--- config.mk ---
export PLATFORM = sky130hd
export DESIGN_NAME = cnt_slot_arb_flat
export DESIGN_NICKNAME = d
export VERILOG_FILES = /design/src/rtl/cnt_slot_arb_if.sv /design/src/rtl/cnt_slot_arb.sv /design/src/flat_wrapper.sv
export SDC_FILE = /design/constraint.sdc
export NUM_CORES = 1
export LEC_CHECK = 0
export ABC_AREA = 1
export CAP_MARGIN = 10
export CORE_MARGIN = 5
export CORE_UTILIZATION = 47
export CTS_BUF_LIST = sky130_fd_sc_hd__clkbuf_8
export CTS_CLUSTER_SIZE = 24
export DETAILED_ROUTE_END_ITERATION = 16
export MAX_ROUTING_LAYER = met4
export PLACE_DENSITY = 0.77
export SLEW_MARGIN = 40
export SYNTH_ARGS = -nofsm -noshare
export SYNTH_HDL_FRONTEND = slang
export SYNTH_SLANG_ARGS = --single-unit
export TNS_END_PERCENT = 20
--- constraint.sdc ---
create_clock -name clk -period 2.2 [get_ports clk]
set_input_delay 0.44 -clock clk [delete_from_list [all_inputs] [get_ports clk]]
set_output_delay 0.44 -clock clk [all_outputs]
set_load 0.05 [all_outputs]
--- src/rtl/cnt_slot_arb_if.sv ---
// Request/grant bundle between requesting engines and the slot arbiter.
// The master side drives requests; the slave side (arbiter) returns grant and slot status.
interface cnt_slot_arb_if #(
  parameter int N_REQ  = 4,
  parameter int DATA_W = 8
) ();
  localparam int ID_W = $clog2(N_REQ);

  logic [N_REQ-1:0]  req;
  logic [N_REQ-1:0]  gnt;
  logic [ID_W-1:0]   gnt_id;
  logic [DATA_W-1:0] cnt_out;
  logic              busy;
  logic              slot_done;
  logic              rel_early;

  modport master (
    output req,
    input  gnt, gnt_id, cnt_out, busy, slot_done, rel_early
  );

  modport slave (
    input  req,
    output gnt, gnt_id, cnt_out, busy, slot_done, rel_early
  );
endinterface

--- src/rtl/cnt_slot_arb.sv ---
// Round-robin arbiter time-sharing one slot counter (0..SLOT_LEN-1) among N_REQ requesters.
// States: IDLE | no grant, counter at 0 ; RUN | one requester owns the current slot
module cnt_slot_arb #(
  parameter int N_REQ    = 4,
  parameter int DATA_W   = 8,
  parameter int SLOT_LEN = 9
) (
  input  logic           clk,
  input  logic           rst_n,
  cnt_slot_arb_if.slave  bus
);
  localparam int ID_W = $clog2(N_REQ);
  localparam logic [DATA_W-1:0] CNT_LAST = DATA_W'(SLOT_LEN - 1);
  localparam logic [ID_W-1:0]   ID_LAST  = ID_W'(N_REQ - 1);

  typedef enum logic {IDLE, RUN} state_e;

  state_e            state_q;
  logic [N_REQ-1:0]  gnt_q;
  logic [ID_W-1:0]   gnt_id_q;
  logic [ID_W-1:0]   ptr_q;
  logic [DATA_W-1:0] cnt_q;

  logic              cnt_last;
  logic              end_cyc;
  logic              rel_cyc;
  logic [ID_W-1:0]   next_ptr;
  logic [ID_W-1:0]   arb_base;
  logic [2*N_REQ-1:0] req_dbl;
  logic [N_REQ-1:0]  req_rot;
  logic [ID_W-1:0]   win_off;
  logic [ID_W:0]     win_sum;
  logic              win_found;
  logic [ID_W-1:0]   win_d;
  logic [N_REQ-1:0]  gnt_d;

  assign cnt_last = (cnt_q == CNT_LAST);
  assign end_cyc  = (state_q == RUN) && cnt_last;
  // A drop on the last slot cycle is a normal completion, not an early release.
  assign rel_cyc  = (state_q == RUN) && !bus.req[gnt_id_q] && !cnt_last;

  assign next_ptr = (gnt_id_q == ID_LAST) ? '0 : gnt_id_q + ID_W'(1);
  assign arb_base = (state_q == RUN) ? next_ptr : ptr_q;

  // Rotate requests so bit 0 is the pointer position, then take the first set bit.
  assign req_dbl = {bus.req, bus.req} >> arb_base;
  assign req_rot = req_dbl[N_REQ-1:0];

  always_comb begin
    win_found = 1'b0;
    win_off   = '0;
    for (int i = 0; i < N_REQ; i++) begin
      if (!win_found && req_rot[i]) begin
        win_found = 1'b1;
        win_off   = ID_W'(i);
      end
    end
  end

  assign win_sum = {1'b0, arb_base} + {1'b0, win_off};
  assign win_d   = (win_sum >= (ID_W+1)'(N_REQ)) ? ID_W'(win_sum - (ID_W+1)'(N_REQ))
                                                 : win_sum[ID_W-1:0];
  assign gnt_d   = N_REQ'(1) << win_d;

  always_ff @(posedge clk) begin
    if (!rst_n) begin
      state_q  <= IDLE;
      gnt_q    <= '0;
      gnt_id_q <= '0;
      ptr_q    <= '0;
      cnt_q    <= '0;
    end else begin
      case (state_q)
        IDLE: begin
          if (win_found) begin
            state_q  <= RUN;
            gnt_q    <= gnt_d;
            gnt_id_q <= win_d;
            cnt_q    <= '0;
          end
        end
        RUN: begin
          if (end_cyc || rel_cyc) begin
            ptr_q <= next_ptr;
            cnt_q <= '0;
            if (win_found) begin
              gnt_q    <= gnt_d;
              gnt_id_q <= win_d;
            end else begin
              state_q <= IDLE;
              gnt_q   <= '0;
            end
          end else begin
            cnt_q <= cnt_q + DATA_W'(1);
          end
        end
      endcase
    end
  end

  assign bus.gnt       = gnt_q;
  assign bus.gnt_id    = gnt_id_q;
  assign bus.cnt_out   = cnt_q;
  assign bus.busy      = (state_q == RUN);
  assign bus.slot_done = end_cyc;
  assign bus.rel_early = rel_cyc;
endmodule
--- src/flat_wrapper.sv ---
// flat-port wrapper written by rule: the top's interface ports become plain ports
module cnt_slot_arb_flat 
#(
  parameter int N_REQ    = 4,
  parameter int DATA_W   = 8,
  parameter int SLOT_LEN = 9
)
  (clk, rst_n, bus_req, bus_gnt, bus_gnt_id, bus_cnt_out, bus_busy, bus_slot_done, bus_rel_early);
  cnt_slot_arb_if #(.N_REQ(N_REQ), .DATA_W(DATA_W)) bus_i ();
  input  logic clk;
  input  logic rst_n;
  input wire logic [$bits(bus_i.req)-1:0] bus_req;
  output wire logic [$bits(bus_i.gnt)-1:0] bus_gnt;
  output wire logic [$bits(bus_i.gnt_id)-1:0] bus_gnt_id;
  output wire logic [$bits(bus_i.cnt_out)-1:0] bus_cnt_out;
  output wire logic [$bits(bus_i.busy)-1:0] bus_busy;
  output wire logic [$bits(bus_i.slot_done)-1:0] bus_slot_done;
  output wire logic [$bits(bus_i.rel_early)-1:0] bus_rel_early;
  assign bus_i.req = bus_req;
  assign bus_gnt = bus_i.gnt;
  assign bus_gnt_id = bus_i.gnt_id;
  assign bus_cnt_out = bus_i.cnt_out;
  assign bus_busy = bus_i.busy;
  assign bus_slot_done = bus_i.slot_done;
  assign bus_rel_early = bus_i.rel_early;
  cnt_slot_arb #(.N_REQ(N_REQ), .DATA_W(DATA_W), .SLOT_LEN(SLOT_LEN)) u_core (.clk(clk), .rst_n(rst_n), .bus(bus_i));
endmodule
Word-level counts from Yosys, hierarchy flattened
Index checks and enable logic that the tools add are counted.
Cells by class
  add/subtract/negate cells: 4
  magnitude comparators: 2
  bitwise gates (word level): 1
  equality and inequality tests: 4
  shifts and indexed selects: 2
  reductions and logical operators: 14
  mux-type cells: 25
Operator list (count)
  $mux 8: 2
  $pmux 8 s2: 1
  $mux 2: 7
  $mux 4: 3
  $add 8x1->8 const B: 1
  $eq 8x4->1 const B: 1
  $mux 1: 8
  $pmux 4 s2: 1
  $shr 8x2->4: 1
  $logic_and 1x1->1: 6
  $logic_not 1->1: 5
  $pmux 2 s2: 1
  $reduce_and 2->1: 2
  $shl 1x2->4 const A: 1
  $add 2x2->3: 1
  $ge 3x3->1 const B: 1
  $lt 2x3->1 const B: 1
  $add 2x1->2 const B: 1
  $bmux 1 s2: 1
  $eq 2x2->1 const B: 1
  $ne 2x1->1 const B: 1
  $ne 2x2->1 const B: 1
  $pmux 1 s2: 1
  $sub 2x1->2 const B: 1
  2 further kinds: 2
Word-level totals
  flip-flop bits (word level): 17
  input bits: 6
  output and inout bits: 17

Logic depth before layout (Yosys ltp)
  depth after elaboration: 21
  gate-level depth with buffers: 17
  mapped depth without buffers: 17

Least setup slack after synthesis
OpenSTA, ideal clock, no wires.
  path type: register to register
  start: reg u_core.cnt_q[0] (netlist: u_core.bus.cnt_out[0])
  end: reg u_core.ptr_q[1]
  library setup time: 0.121 ns
  data required time: 2.079 ns
  cell stages (with the launch flop): 9
  path slack: -0.606 ns
  data arrival time: 2.685 ns
  path buffers: 0
  cell sequence: dfxtp_1 > inv_1 > ha_1 > nand3_1 > nor2_1 > nor3_1 > nor2_1 > o21ai_0 > a21oi_1
On the way
  cells in the longest elaborated chain, start to end: 5
  elaborated cells between the ends (all ways): 6
  those cells by class: eq/ne: 1; reduce/logical: 5
Ends and longest elaborated chain
  start: declaration: RTL line cnt_slot_arb.sv:22  | logic [DATA_W-1:0] cnt_q;
  start signal: assignment: RTL line cnt_slot_arb.sv:94  | cnt_q <= cnt_q + DATA_W'(1);
  $eq 8x4->1: RTL line cnt_slot_arb.sv:37  | assign cnt_last = (cnt_q == CNT_LAST);
  $logic_not 1->1: RTL line cnt_slot_arb.sv:40  | assign rel_cyc = (state_q == RUN) && !bus.req[gnt_id_q] && !cnt_last;
  $logic_and 1x1->1: RTL line cnt_slot_arb.sv:40
  net bus_rel_early: RTL line flat_wrapper.sv:18  | output wire logic [$bits(bus_i.rel_early)-1:0] bus_rel_early;
  $logic_or 1x1->1: RTL line cnt_slot_arb.sv:83  | if (end_cyc || rel_cyc) begin
  $reduce_and 2->1 (no source line)
  end signal: assignment: RTL line cnt_slot_arb.sv:84  | ptr_q <= next_ptr;
  end: declaration: RTL line cnt_slot_arb.sv:21  | logic [ID_W-1:0] ptr_q;
The timed path passes the listed nets, and every way through them passes these cells.
A chain may end at the register's enable or synchronous reset.

Final worst setup path
  start: in bus_req[3]
  end: out bus_rel_early
On the way
  cells in the longest elaborated chain, start to end: 5
Ends and longest elaborated chain
  start: declaration: RTL line flat_wrapper.sv:12  | input wire logic [$bits(bus_i.req)-1:0] bus_req;
  $bmux 1 s2: RTL line cnt_slot_arb.sv:40
  $mux 1 (implied by the code): RTL line cnt_slot_arb.sv:40
  $logic_not 1->1: RTL line cnt_slot_arb.sv:40
  $logic_and 1x1->1 (2 in a row): RTL line cnt_slot_arb.sv:40
  end: declaration: RTL line flat_wrapper.sv:18
No other way between the ends. The select of a mux whose other input is x is not followed.

==> metrics.yaml <==
rsz0062_at_grt: "true"
path_max_fanout: 3
drtIter0Drc: 50
port_buffers: 22
met2_length_um: 1590
yosys.area.top_type: "dfxtp_1"
hp-class: "register to register"
switchingPower_uw: 1080
avgRoutedWirePerCell_um: 13.6
dieArea_mm2: 0.00348
min_period_ps: 2220
wl_met1_um: 1520
hpwl_um: 2210
fillers: 183
multi_input_area_um2: 806
synth_fp_nets: 185
hold_viol: 0
seq_area_frac_synth_pct: 30.2
fin_crit_sh_pct: 101
slew_headroom_pct: 66.2
cts_made_buffers: 3
clkLatencyLatePin_ps: 250
stdcell_count: 242
synth.distinct_cells: 23
firstDrtPassIters: 5
worstPathArrival_ps: 1780
grt_usage_pct: 18.1
tightestPinTransition_ps: 505
diodes: 0
sw_frac_of_total_pct: 49.3
cap_violations: 0
yosysWarnings: 0
via_count: 1286
drive_gt1_share_pct: 28.0
area_growth_pct: 49.1
synth_ff_type: "dfxtp_1"
synth_common_cells: "40 x nand2_1, 27 x nand3_1, 21 x inv_1, 17 x dfxtp_1, 16 x a21oi_1"
die_h_um: 59.0
post_drt_via_cell_ratio: 5.31
cts.root.buffer_cell: "clkbuf_8"
ys_async_sr_fraction_pct: 0
drc: 0
grt_pass1_vias: 1144
worst_slack_ps: -24.5
cp-start-kind: "input port"
skew_ps: 4.02
crit_type: "input port to output pin"
cts_tree: "built"
grt_max_degree: 14
clkPwrFrac_pct: 10.6
antenna_found_initial: 0
final-seq-area_um2: 347
netlist_instances: 175
grt_overflow_total: 0
postSynthAreaPerCell_um2: 6.43
hold_ws_ps: 471
coreArea_mm2: 0.00225
synth_area_mm2: 0.00113
clk_path_buf_depth: 2
gp_congestion: 0.838
drt_wl_total_um: 3290
vdd_drop_max_mv: 0.877
power.density_mw_per_mm2: 1310
clock.fmax_mhz: 450
pin_count: 23
post-synth-top-area-fraction_pct: 30.2
cts.sinks: 17
highest_layer: "met4"
start_util_pct: 49.9
finalSetupViolCount: 1
pwr-share-seq_pct: 19.3
finalPower_uw: 2200
htreeDepth: 1
wl_met3_um: 161
combPwrFrac_pct: 70.1
die_w_um: 59.0
endpoint_kind: "output pin"
violations: "negative setup slack"
ys_ff_latch: 17
synthTopCellsByArea: "dfxtp_1 30%, nand2_1 13%, nand3_1 12%"
antenna_left: 0
num_rows: 17
clkTransAtPathRegs_ps: 70
finalMaxSlewViolations: 0
grt_first_pass_wirelength_um: 4850
fin_nets: 225
synth_edf_count: 0
critPathRequiredTime_ps: 1760
yosysMostFrequentCell: "nand2_1"
p_int_uw: 1110
dp.cells: 232
status: "finished, violations left"
leakage_uw: 0.000727
==> power groups by stage <==
stage / clock [uW] / combinational, uW / sequential (uW)
floorplan: 0 / 791 / 553
global placement: 0 / 1270 / 412
detailed placement: 0 / 1300 / 415
CTS: 239 / 1350 / 417
global route: 255 / 1680 / 431
finish: 232 / 1540 / 425
==> layer usage <==
metal / vias to the layer above / global-route usage, %
li1: 654 / -
met1: 585 / 22.3
met2: 43 / 30.1
met3: 4 / 4.17
met4: 0 / 3.56
met5: - / -
==> final timing paths <==
path / startpoint / to / slack [ps] / depth (start not counted)
max: bus_req[3] / bus_rel_early / -20 / 7
min: u_core.bus.gnt[1]$_SDFFE_PN0P_ / u_core.bus.gnt[1]$_SDFFE_PN0P_ / 470 / 2
max reg2reg: u_core.bus.gnt_id[1]$_SDFFE_PN0P_ / u_core.bus.gnt[2]$_SDFFE_PN0P_ / 80 / 15
min reg2reg: u_core.bus.gnt[1]$_SDFFE_PN0P_ / u_core.bus.gnt[1]$_SDFFE_PN0P_ / 470 / 2
==> sequential cells by signal, summed over array words and instances, names as in the netlist <==
register / cells
u_core.bus.busy: 1
u_core.bus.cnt_out: 8
u_core.bus.gnt: 4
u_core.bus.gnt_id: 2
u_core.ptr_q: 2
==> cell families after synthesis <==
kind of cell,count (synthesis),synth area share (%)
AND/OR/NAND/NOR,96,39.9
AO/OA/AOI/OAI,31,15.6
buffers and inverters,25,8.33
flip-flops,17,30.2
adder cells (fa/ha/maj),4,4.44
XOR/XNOR,2,1.56
==> layout by cell type, fill, tap and decap left out, drive strengths merged <==
master | synthesis | final
nand4 | 1 | 1
clkdlybuf4s50 | 0 | 19
nand3b | 1 | 1
clkinv | 0 | 1
dlymetal6s2s | 0 | 1
dfxtp | 17 | 17
a21boi | 2 | 2
nand2 | 47 | 47
o21ai | 10 | 10
nor2 | 14 | 14
nand3 | 28 | 28
ha | 4 | 4
a32oi | 1 | 1
or2 | 1 | 1
nor3 | 4 | 4
buf | 0 | 16
inv | 24 | 24
clkbuf | 1 | 3
a21oi | 18 | 18
xor2 | 2 | 2
==> final cells by class <==
type / instances / area share (%)
Clock buffer: 3 / 2.46
Tap cell: 28 / 2.09
Sequential cell: 17 / 20.6
Inverter: 24 / 5.37
Multi-Input combinational cell: 133 / 48.0
Clock inverter: 1 / 0.298
Timing Repair Buffer: 36 / 21.2
==> worst max-delay path, stage by stage <==
cell and delay [ps]:
clkdlybuf4s50_1 420, buf_4 150, nand2_1 90, a32oi_2 150, buf_4 170, nor3_4 190, buf_12 170
==> stage by stage <==
step	util [%]	setup TNS, ps	setup WS (ps)	cell area (um^2)
2_1_floorplan	-	-261	-101	1140
3_3_place_gp	65.4	-649	-167	1480
3_5_place_dp	65.4	-990	-242	1480
4_1_cts	68.8	0	9.39	1550
5_1_grt	74.5	-298	-88.9	1680
6_report	74.5	-24.5	-24.5	1680
==> timing repair <==
item | 4_1_cts | 5_1_grt
pin swaps | 3 | 7
buffers inserted | 1 | 5
hold buffers | 0 | 0
setup endpoints to repair | 5 | 6
gates cloned | 0 | 0
resized for setup | 3 | 24
(Power assumes the default switching activity.)
